===== config.mk =====
export PLATFORM = sky130hd
export DESIGN_NAME = fir_deconv_flat
export DESIGN_NICKNAME = d
export VERILOG_FILES = /design/src/rtl/fir_deconv_if.sv /design/src/rtl/fir_deconv.sv /design/src/flat_wrapper.sv
export SDC_FILE = /design/constraint.sdc
export NUM_CORES = 1
export LEC_CHECK = 0
export BUFFER_PORTS_ARGS = -buffer_cell sky130_fd_sc_hd__buf_2
export CORE_MARGIN = 8
export CORE_UTILIZATION = 39
export CTS_CLUSTER_DIAMETER = 120
export CTS_CLUSTER_SIZE = 30
export DETAILED_ROUTE_END_ITERATION = 7
export PLACE_DENSITY = 0.61
export SYNTH_ARGS = -nofsm -noshare
export SYNTH_HDL_FRONTEND = slang
export SYNTH_SLANG_ARGS = --single-unit

===== constraint.sdc =====
create_clock -name clk -period 2.73 [get_ports clk]
set_input_delay 0.273 -clock clk [delete_from_list [all_inputs] [get_ports clk]]
set_output_delay 0.273 -clock clk [all_outputs]
set_load 0.01 [all_outputs]

===== src/rtl/fir_deconv_if.sv =====
// fir_deconv_if: sample-in / sample-out handshake bundle for the FIR deconvolver.
// The block sits on the slave modport; the upstream/downstream environment uses master.
`default_nettype none

interface fir_deconv_if;
    logic signed [15:0] y_in;
    logic               y_valid;
    logic               y_ready;
    logic signed [7:0]  x_out;
    logic               x_valid;
    logic               x_ready;
    logic               x_ovf;

    modport master (
        output y_in, y_valid, x_ready,
        input  y_ready, x_out, x_valid, x_ovf
    );

    modport slave (
        input  y_in, y_valid, x_ready,
        output y_ready, x_out, x_valid, x_ovf
    );
endinterface

`default_nettype wire


===== src/rtl/fir_deconv.sv =====
// ============================================================================
// Module  : fir_deconv
// Purpose : Inverts a 3-tap FIR, x[n] = K0*(y[n] - K1*x[n-1] - K2*x[n-2]),
//           one sample per 5 cycles. Macro FIR_DECONV_SAT_EN selects output
//           saturation; otherwise the result is truncated to 8 bits.
// Revision: 1.0 - initial release
// ============================================================================
`default_nettype none

module fir_deconv #(
    parameter int K0 = -1,
    parameter int K1 = 2,
    parameter int K2 = 3
) (
    input  wire logic clk,
    input  wire logic rst_n,
    input  wire logic clr,
    fir_deconv_if.slave bus
);

    typedef enum logic [2:0] {
        IDLE  = 3'd0,
        MAC1  = 3'd1,
        MAC2  = 3'd2,
        SCALE = 3'd3,
        OUT   = 3'd4
    } state_t;

    localparam logic signed [19:0] C_K1 = 20'(K1);
    localparam logic signed [19:0] C_K2 = 20'(K2);

    state_t             state;
    logic signed [19:0] acc;
    logic signed [7:0]  x1;
    logic signed [7:0]  x2;
    logic signed [7:0]  x_out_r;
    logic               x_ovf_r;
    logic               x_valid_r;
    logic               y_ready_r;

    logic signed [19:0] prod1;
    logic signed [19:0] prod2;
    logic signed [19:0] scaled;
    logic signed [7:0]  res_x;
    logic               res_ovf;

    // 20 bits cover |y| + 2*128*128 worst case, so products never wrap.
    always_comb begin
        prod1  = C_K1 * 20'(x1);
        prod2  = C_K2 * 20'(x2);
        scaled = (K0 < 0) ? -acc : acc;
`ifdef FIR_DECONV_SAT_EN
        if (scaled > 20'sd127) begin
            res_x   = 8'sd127;
            res_ovf = 1'b1;
        end else if (scaled < -20'sd128) begin
            res_x   = -8'sd128;
            res_ovf = 1'b1;
        end else begin
            res_x   = scaled[7:0];
            res_ovf = 1'b0;
        end
`else
        res_x   = scaled[7:0];
        res_ovf = 1'b0;
`endif
    end

    always_ff @(posedge clk or negedge rst_n) begin
        if (!rst_n) begin
            state     <= IDLE;
            acc       <= '0;
            x1        <= '0;
            x2        <= '0;
            x_out_r   <= '0;
            x_ovf_r   <= 1'b0;
            x_valid_r <= 1'b0;
            y_ready_r <= 1'b1;
        end else if (clr) begin
            state     <= IDLE;
            acc       <= '0;
            x1        <= '0;
            x2        <= '0;
            x_valid_r <= 1'b0;
            y_ready_r <= 1'b1;
        end else begin
            case (state)
                IDLE: begin
                    if (bus.y_valid) begin
                        acc       <= 20'(bus.y_in);
                        y_ready_r <= 1'b0;
                        state     <= MAC1;
                    end
                end
                MAC1: begin
                    acc   <= acc - prod1;
                    state <= MAC2;
                end
                MAC2: begin
                    acc   <= acc - prod2;
                    state <= SCALE;
                end
                SCALE: begin
                    acc       <= scaled;
                    x_out_r   <= res_x;
                    x_ovf_r   <= res_ovf;
                    x_valid_r <= 1'b1;
                    state     <= OUT;
                end
                OUT: begin
                    // History tracks what was actually emitted, not the raw accumulator.
                    if (bus.x_ready) begin
                        x2        <= x1;
                        x1        <= x_out_r;
                        x_valid_r <= 1'b0;
                        y_ready_r <= 1'b1;
                        state     <= IDLE;
                    end
                end
                default: begin
                    state     <= IDLE;
                    x_valid_r <= 1'b0;
                    y_ready_r <= 1'b1;
                end
            endcase
        end
    end

    assign bus.y_ready = y_ready_r;
    assign bus.x_out   = x_out_r;
    assign bus.x_ovf   = x_ovf_r;
    assign bus.x_valid = x_valid_r;

endmodule

`default_nettype wire


===== src/flat_wrapper.sv =====
// flat-port wrapper written by rule: the top's interface ports become plain ports
module fir_deconv_flat 
#(
    parameter int K0 = -1,
    parameter int K1 = 2,
    parameter int K2 = 3
)
  (clk, rst_n, clr, bus_y_in, bus_y_valid, bus_x_ready, bus_y_ready, bus_x_out, bus_x_valid, bus_x_ovf);
  fir_deconv_if bus_i ();
  input  wire logic clk;
  input  wire logic rst_n;
  input  wire logic clr;
  input wire logic [$bits(bus_i.y_in)-1:0] bus_y_in;
  input wire logic [$bits(bus_i.y_valid)-1:0] bus_y_valid;
  input wire logic [$bits(bus_i.x_ready)-1:0] bus_x_ready;
  output wire logic [$bits(bus_i.y_ready)-1:0] bus_y_ready;
  output wire logic [$bits(bus_i.x_out)-1:0] bus_x_out;
  output wire logic [$bits(bus_i.x_valid)-1:0] bus_x_valid;
  output wire logic [$bits(bus_i.x_ovf)-1:0] bus_x_ovf;
  assign bus_i.y_in = bus_y_in;
  assign bus_i.y_valid = bus_y_valid;
  assign bus_i.x_ready = bus_x_ready;
  assign bus_y_ready = bus_i.y_ready;
  assign bus_x_out = bus_i.x_out;
  assign bus_x_valid = bus_i.x_valid;
  assign bus_x_ovf = bus_i.x_ovf;
  fir_deconv #(.K0(K0), .K1(K1), .K2(K2)) u_core (.clk(clk), .rst_n(rst_n), .clr(clr), .bus(bus_i));
endmodule

==> results of run 1 <==
[placed cells by master (no fill, tap or decap), drive strengths merged, types with 6 or more instances in the layout]
| cell type | n |
|---|---|
| nand2 | 50 |
| dfrtp | 36 |
| a21oi | 31 |
| buf | 30 |
| nor2 | 25 |
| ha | 25 |
| inv | 19 |
| o21ai | 17 |
| xor2 | 10 |
| xnor2 | 10 |
| nor2b | 7 |
| clkbuf | 6 |
[synthesized netlist by cell type, types with 5 or more instances]
cell type	count	share of area (%)
nor2_1	24	3.4
inv_1	19	2.7
ha_1	25	12
dfrtp_1	36	34
nor3_1	5	0.94
a21oi_1	31	5.8
o21ai_0	16	3.0
xor2_1	10	3.3
nand2b_1	5	1.2
xnor2_1	10	3.3
nor2b_1	7	1.6
clkbuf_1	10	1.4
nand2_1	50	7.0
[power by group through the flow]
stage / combinational, mW / clock (mW) / sequential, mW
2_1_floorplan: 0.371 / 0 / 0.710
3_3_place_gp: 0.551 / 0 / 0.709
3_5_place_dp: 0.557 / 0 / 0.712
4_1_cts: 0.567 / 0.420 / 0.701
5_1_grt: 0.647 / 0.442 / 0.712
6_report: 0.584 / 0.414 / 0.702
[state kept, by name (all words and copies together), names as in the netlist]
name,count
u_core.x1,8
u_core.acc,8
u_core.bus.x_out,8
u_core.x2,8
u_core.state,3
u_core.bus.y_ready,1
u_core.bus.x_valid,1
[per-layer routing]
layer  part of all wire (%)  global-route usage [%]
met4                    1.2                    3.66
met3                    2.6                    2.61
met1                     46                    15.9
met5                      0                       0
met2                     50                    23.3
[stage by stage]
stage | worst slack (ns) | power [mW]
final | 0.0165 | 1.70
after global placement | -0.0148 | 1.26
after global routing | -0.119 | 1.80
after CTS | 0.00787 | 1.69
after floorplan | 0.0427 | 1.08
after detailed placement | -0.0193 | 1.27
[final cells by class]
class                   instances  area share, %
flip-flops and latches         37           30.8
inverters                      19           2.37
clock inverters                 2          0.458
well taps                      80           3.33
clock buffers                   6           2.75
repair buffers                 30           5.78
multi-input cells             239           54.5
[cells by family after synthesis]
logic type	count (synthesis)	share of synthesized area [%]
compound gates	82	19.3
xor+xnor	20	6.57
fa+ha+maj	28	14.0
buf+inv	33	4.93
flops	37	34.8
mux	5	2.49
other cells	1	0.141
simple gates	103	17.7
[how the worst min path moves through the flow]
stage | endpoint | start | slack [ns]
2_1_floorplan | u_core.acc[0] | rst_n | -0.02
4_1_cts | u_core.bus.x_out[3] | rst_n | 0.10
5_1_grt | u_core.x1[0] | rst_n | 0.15
3_3_place_gp | u_core.bus.x_out[0] | rst_n | 0.43
6_report | u_core.bus.x_out[1] | rst_n | 0.09
3_5_place_dp | u_core.x1[0] | rst_n | 0.42
[critical path: cells and delay by family (launching register included)]
kind                     cells  cell delay, ns
adder cells (fa/ha/maj)      4            1.14
AO/OA/AOI/OAI                5            0.64
flip-flops                   1            0.41
buffers and inverters        3            0.23
XOR/XNOR                     1            0.16
AND/OR/NAND/NOR              1            0.05
[what timing repair did]
item | CTS | global route
buffers inserted | 0 | 1
gates resized for setup | 4 | 9
endpoints found under the setup margin | 3 | 3
pin swaps | 1 | 8
==> qor.csv, run 1 <==
stage,metric,value,unit
sta,RSZ-0062 raised after global routing,yes,
critical_path,R2R Setup Slk,0.02,ns
yosys,sequential share of the synthesized area,34.8,%
finish,final net count,381,
critical_path,WP data arrival,2.93,ns
finish,sequential cell area,927,um^2
clock_network,CTS tree,done,
placement,port bufs,22,
yosys,ys flop type,dfrtp_1,
global_routing,initial antenna violation count,0,
finish,area of the multi-input gates,1640,um^2
clock_network,hold buffer count at CTS,0,
floorplan,row count,30,
power,Reg power frac,41.3,%
power,clock power share,24.3,%
finish,share of cells above drive strength 1,17.4,%
drt,Via density,5.38,
critical_path,CP endpoint,u_core.acc[6],
critical_path,cells on worst reg2reg path,14,
power,total leakage power,1.38,nW
run_status,outcome,"finished, final reports clean",
power,VDD IR max,0.252,mV
clock_network,clk sinks,37,
global_routing,Total GRT Usage,13.2,%
placement,cell count after placement,404,
global_routing,largest net degree at the start of global routing,38,
drt,Initial DRC Count,108,
yosys,mapped cell area,2670,um^2
finish,"Core Util, Final",44.7,%
clock_network,clock latency on the worst-skew pair,0.29,ns
critical_path,CP required,2.94,ns
clock_network,CTS Root Cell,clkbuf_8,
yosys,"Distinct cells, synth",47,
power,Cell Int Power,1.09,mW
global_routing,grt ovf,0,
floorplan,initial cell density of the core,39.7,%
floorplan,# IOs,32,
placement,post-DP HPWL,4.94,mm
sta,Worst Tran Pin Value,0.856,ns
sta,Tcrit/Tclk final,99.4,%
global_routing,vias in the first global route,2112,
power,Sw Ratio,35.9,%
job,max cap viols,0,
sta,fmax,369,MHz
power,combinational power share,34.3,%
drt,Final ANT Viol Nets,0,
clock_network,CTS H-Tree Depth,2,
critical_path,critical path's slowest cell,dfrtp_1,
finish,"Non-Filler Cell Area, Final",3010,um^2
floorplan,Die H,98.7,um
finish,Ant. Diodes,0,
yosys,synthesized area per cell,8.62,um^2
placement,RePlAce Congestion,0.824,
yosys,Mapped Cells,309,
drt,DRC viols,0,
yosys,yosys warns,0,
global_routing,first-pass GRT wire length,10.5,mm
floorplan,die area,9730,um^2
critical_path,Worst setup SP type,flop,
floorplan,core footprint,6720,um^2
yosys,Synth Net Count,358,
sta,Fin Setup TNS,0,ns
finish,"non-filler cells, final",413,
drt,drt pass-1 iters,4,
drt,WL/cell,15.7,um
critical_path,r2r endpoint,u_core.acc[6],
sta,"Min Clock Period, post-route",2.71,ns
yosys,Post-synth EDFFs,0,
sta,Slew Limit Fails,0,
placement,Post-DP Area,2870,um^2
critical_path,Critical Path Fanout Max,4,
power,Net Sw Power,0.611,mW
critical_path,CP Launch Point,u_core.x2[2],
finish,area delta synth->final,12.8,%
sta,Final setup viols,0,
sta,clk_skew,0.00597,ns
clock_network,CTS Buf Count,5,
drt,Total Wirelength,6.49,mm
critical_path,crit path capture type,flop,
critical_path,reg-to-reg startpoint,u_core.x2[2],
power,Power Density,565,nW/um^2
floorplan,Die X-Extent,98.7,um
min_path,worst min-delay path category,in -> async,
yosys,"Async S/R FF share, synth",100,%
yosys,Yosys reg bits,37,
finish,fillers,652,
sta,hold_ws,0.0857,ns
critical_path,crit path kind,reg -> reg,
critical_path,Critical Path Max Stage Delay,0.41,ns
clock_network,clock slew at reported path FFs,0.08,ns
critical_path,crit path cell chain,ha_1 > ha_2 > inv_2 > fa_2 > inv_1 > a21o_1 > a21oi_2 > xor2_1 > ha_1 > buf_6 > nand2b_4 > o31ai_2 > o21ai_1 > o21ai_1,
clock_network,Clock Tree Buf Depth,2,
sta,Fin. Hold Viols,0,
sta,Slew headroom,42.9,%
drt,via count,2223,
Power figures use the tool's default switching activity.
==> inputs of run 2 (changes only) <==
--- a/config.mk
+++ b/config.mk
@@ -5,13 +5,14 @@
 export SDC_FILE = /design/constraint.sdc
 export NUM_CORES = 1
 export LEC_CHECK = 0
+export ABC_AREA = 1
 export BUFFER_PORTS_ARGS = -buffer_cell sky130_fd_sc_hd__buf_2
 export CORE_MARGIN = 8
 export CORE_UTILIZATION = 39
 export CTS_CLUSTER_DIAMETER = 120
 export CTS_CLUSTER_SIZE = 30
 export DETAILED_ROUTE_END_ITERATION = 7
-export PLACE_DENSITY = 0.61
+export PLACE_DENSITY = 0.59
 export SYNTH_ARGS = -nofsm -noshare
 export SYNTH_HDL_FRONTEND = slang
 export SYNTH_SLANG_ARGS = --single-unit
==> constraint.sdc (replaced) <==
create_clock -name clk -period 2.7 [get_ports clk]
set_input_delay 0.27 -clock clk [delete_from_list [all_inputs] [get_ports clk]]
set_output_delay 0.27 -clock clk [all_outputs]
set_load 0.01 [all_outputs]
==> run 2 against run 1 <==
  * The run now ends with setup timing left
  * Sequential cell count stayed put
  * Global-route usage is 2.6 points higher
  * Die area rose by 7.5%
  * Worst hold slack lost 0.0052 ns
  * First-iteration DRC count rose by 57%
  * Cell count up 31%
  * Power rose by 17%
  * Fmax decreased by 4.7%
  * Setup slack worse by 0.16 ns
==> qor.csv, run 2 <==
stage,metric,value,unit,change
drt,Total Wirelength,7.70,mm,+19%
global_routing,first-pass GRT wire length,13.1,mm,+25%
global_routing,met1 usage,19.4,%,+3.5 points
clock_network,clock slew at reported path FFs,0.08,ns,about the same
critical_path,Worst setup SP type,flop,,
power,Sw Ratio,38.9,%,+3.0 points
sta,Fin. Hold Viols,0,,unchanged
critical_path,Critical Path Fanout Max,3,,-1
floorplan,# IOs,32,,unchanged
finish,"Core Util, Final",46.9,%,+2.2 points
placement,RePlAce Congestion,0.930,,+13%
sta,Final setup viols,2,,+2
power,Net Sw Power,0.776,mW,+27%
sta,clk_skew,0.0133,ns,+0.00738 ns
yosys,Yosys reg bits,37,,unchanged
clock_network,CTS Buf Count,5,,unchanged
floorplan,core footprint,7210,um^2,+7.4%
yosys,synthesized area per cell,7.21,um^2,-16%
placement,port bufs,22,,unchanged
power,clock power share,24.4,%,about the same
clock_network,clock latency on the worst-skew pair,0.30,ns,about the same
yosys,mapped cell area,2900,um^2,+9.0%
yosys,share of the synthesized area in the top cell type,31.0,%,-2.8 points
finish,share of cells above drive strength 1,18.2,%,+0.76 points
finish,"commonest non-fill, non-tap cell in the layout",nand2_1,,
clock_network,Clock Tree Buf Depth,2,,unchanged
power,total leakage power,1.75,nW,+27%
finish,Ant. Diodes,0,,unchanged
sta,Worst Tran Pin Value,0.864,ns,+0.00838 ns
clock_network,CTS Root Cell,clkbuf_8,,
finish,"non-filler cells, final",539,,+31%
global_routing,largest net degree at the start of global routing,38,,unchanged
run_status,outcome,"complete, but fails checks",,
floorplan,Die X-Extent,102,um,+3.7%
yosys,"Distinct cells, synth",32,,-32%
sta,Setup WS post-layout,-0.148,ns,-0.165 ns
sta,Tcrit/Tclk final,105,%,+6.1 points
critical_path,cells on worst reg2reg path,18,,+4
yosys,most frequent cell after synthesis,nand2_1,,
yosys,"top cells by count, synth","103 x nand2_1, 72 x inv_1, 39 x nand3_1",,
drt,Via density,4.98,,-7.5%
clock_network,clk sinks,37,,unchanged
power,Reg power frac,36.1,%,-5.2 points
global_routing,vias in the first global route,2737,,+30%
critical_path,WP data arrival,3.03,ns,+0.10 ns
drt,DRC viols,0,,unchanged
clock_network,hold buffer count at CTS,0,,unchanged
floorplan,row count,31,,+3.3%
yosys,ys flop type,dfrtp_1,,
yosys,yosys warns,0,,unchanged
floorplan,die area,10500,um^2,+7.5%
min_path,worst min-delay path category,in -> async,,
finish,area delta synth->final,16.6,%,
critical_path,crit path kind,reg -> reg,,
global_routing,initial antenna violation count,0,,unchanged
yosys,dominant cell type by area after synthesis,dfrtp_1,,
power,Power Density,589,nW/um^2,+4.1%
drt,Initial DRC Count,170,,+57%
finish,final net count,488,,+28%
drt,drt pass-1 iters,4,,unchanged
job,max cap viols,0,,unchanged
global_routing,routing usage on met2,27.9,%,+4.6 points
run_status,failing checks,setup timing,,
floorplan,Die H,102,um,+3.7%
placement,post-DP HPWL,5.97,mm,+21%
power,Cell Int Power,1.22,mW,+12%
clock_network,CTS H-Tree Depth,2,,unchanged
critical_path,CP required,2.88,ns,-0.06 ns
drt,Final ANT Viol Nets,0,,unchanged
yosys,Mapped Cells,403,,+30%
sta,"Min Clock Period, post-route",2.85,ns,+0.135 ns
yosys,Post-synth EDFFs,0,,unchanged
placement,cell count after placement,529,,+31%
global_routing,Total GRT Usage,15.9,%,+2.6 points
power,VDD IR max,0.373,mV,+48%
yosys,Synth Net Count,452,,+26%
power,Pwr Total,1.99,mW,+17%
finish,most frequent cells in the layout,"102 x nand2_1, 69 x inv_1, 39 x nand3_1",,
sta,RSZ-0062 raised after global routing,yes,,
yosys,sequential share of the synthesized area,31.9,%,-2.9 points
power,combinational power share,39.6,%,+5.3 points
yosys,"top cells by area, synth","dfrtp_1 31%, nand2_1 13%, ha_1 11%, inv_1 9.3%, nand3_1 6.7%",,
global_routing,M3 GR Usage,2.45,%,-0.16 points
critical_path,crit path capture type,flop,,
sta,Slew headroom,42.4,%,-0.56 points
drt,WL/cell,14.3,um,-9.1%
global_routing,gr busiest metal,met2,,
global_routing,grt ovf,0,,unchanged
finish,fillers,767,,+18%
yosys,"Async S/R FF share, synth",100,%,unchanged
sta,fmax,351,MHz,-4.7%
sta,Slew Limit Fails,0,,unchanged
clock_network,CTS tree,done,,
floorplan,initial cell density of the core,40.3,%,+0.59 points
drt,via count,2683,,+21%
-- run 2: metrics by stage --
stage	TNS [ns]	hold WS [ns]	area (um^2)	setup WS, ns
after floorplan	0	-0.0256	2900	0.0431
after global placement	-0.150	0.427	3180	-0.0834
after detailed placement	-0.282	0.430	3180	-0.190
after CTS	-0.122	0.0979	3310	-0.0842
after global routing	-0.659	0.150	3390	-0.344
final	-0.178	0.0804	3390	-0.148
-- run 2: path summary, 6_finish.rpt --
| path | start | to | slack [ns] |
|---|---|---|---|
| worst max-delay path | u_core.x2[2] | u_core.acc[7] | -0.15 |
| worst min-delay path | rst_n | u_core.acc[5] | 0.08 |
| worst max register to register | u_core.x2[2] | u_core.acc[7] | -0.15 |
| worst min register to register | u_core.bus.y_ready | u_core.bus.y_ready | 0.48 |
| max in group asynchronous | rst_n | u_core.x2[4] | 2.07 |
| min in group clk | clr | u_core.state[1] | 0.20 |
-- run 2: final cells by class --
class	instances	area (um^2)	area share, %
inverters	74	278	8.20
multi-input cells	286	1740	51.3
clock inverters	2	38.8	1.15
repair buffers	35	208	6.13
well taps	99	124	3.66
clock buffers	6	72.6	2.14
flip-flops and latches	37	927	27.4
-- run 2: what timing repair did --
action | in CTS | in global routing
endpoints found under the hold margin | 0 | 0
setup endpoints to repair | 3 | 4
setup buffers | 2 | 2
gates resized for setup | 9 | 11
pin swaps | 7 | 7
-- run 2: metal layers --
layer / wire [um] / share of wire (%)
met1: 3430 / 45
met2: 3870 / 50
met3: 263 / 3.4
met4: 138 / 1.8
met5: 0 / 0
-- run 2: cells by family after synthesis --
logic type,count (synthesis),share of synthesized area [%]
DFF,37,31.9
AOI/OAI and AO/OA,60,13.7
buffers and inverters,80,11.1
xor gates and xnor gates,6,1.81
and+or+nand+nor,191,28.5
other,1,0.129
adders and majority gates,28,12.8
-- run 2: critical path, cell delays in order, from the launching register on --
cell and delay [ns]:
dfrtp_1 0.40, ha_1 0.29, ha_2 0.18, inv_2 0.04, fa_2 0.35, o21ai_2 0.15
a21oi_2 0.07, xor2_1 0.22, ha_1 0.31, nand2_2 0.11, inv_1 0.05, nand2_1 0.08
nand2_1 0.06, a21oi_2 0.10, nand3_1 0.08, nand3_1 0.08, nand2_1 0.05, nand2_1 0.05
nand2_1 0.04
-- run 2: power groups by stage --
stage | Combinational, mW | Clock [mW] | Sequential, mW
after floorplan | 0.494 | 0 | 0.735
after global placement | 0.740 | 0 | 0.725
after detailed placement | 0.753 | 0 | 0.726
after CTS | 0.770 | 0.504 | 0.715
after global routing | 0.898 | 0.516 | 0.733
final | 0.789 | 0.486 | 0.719
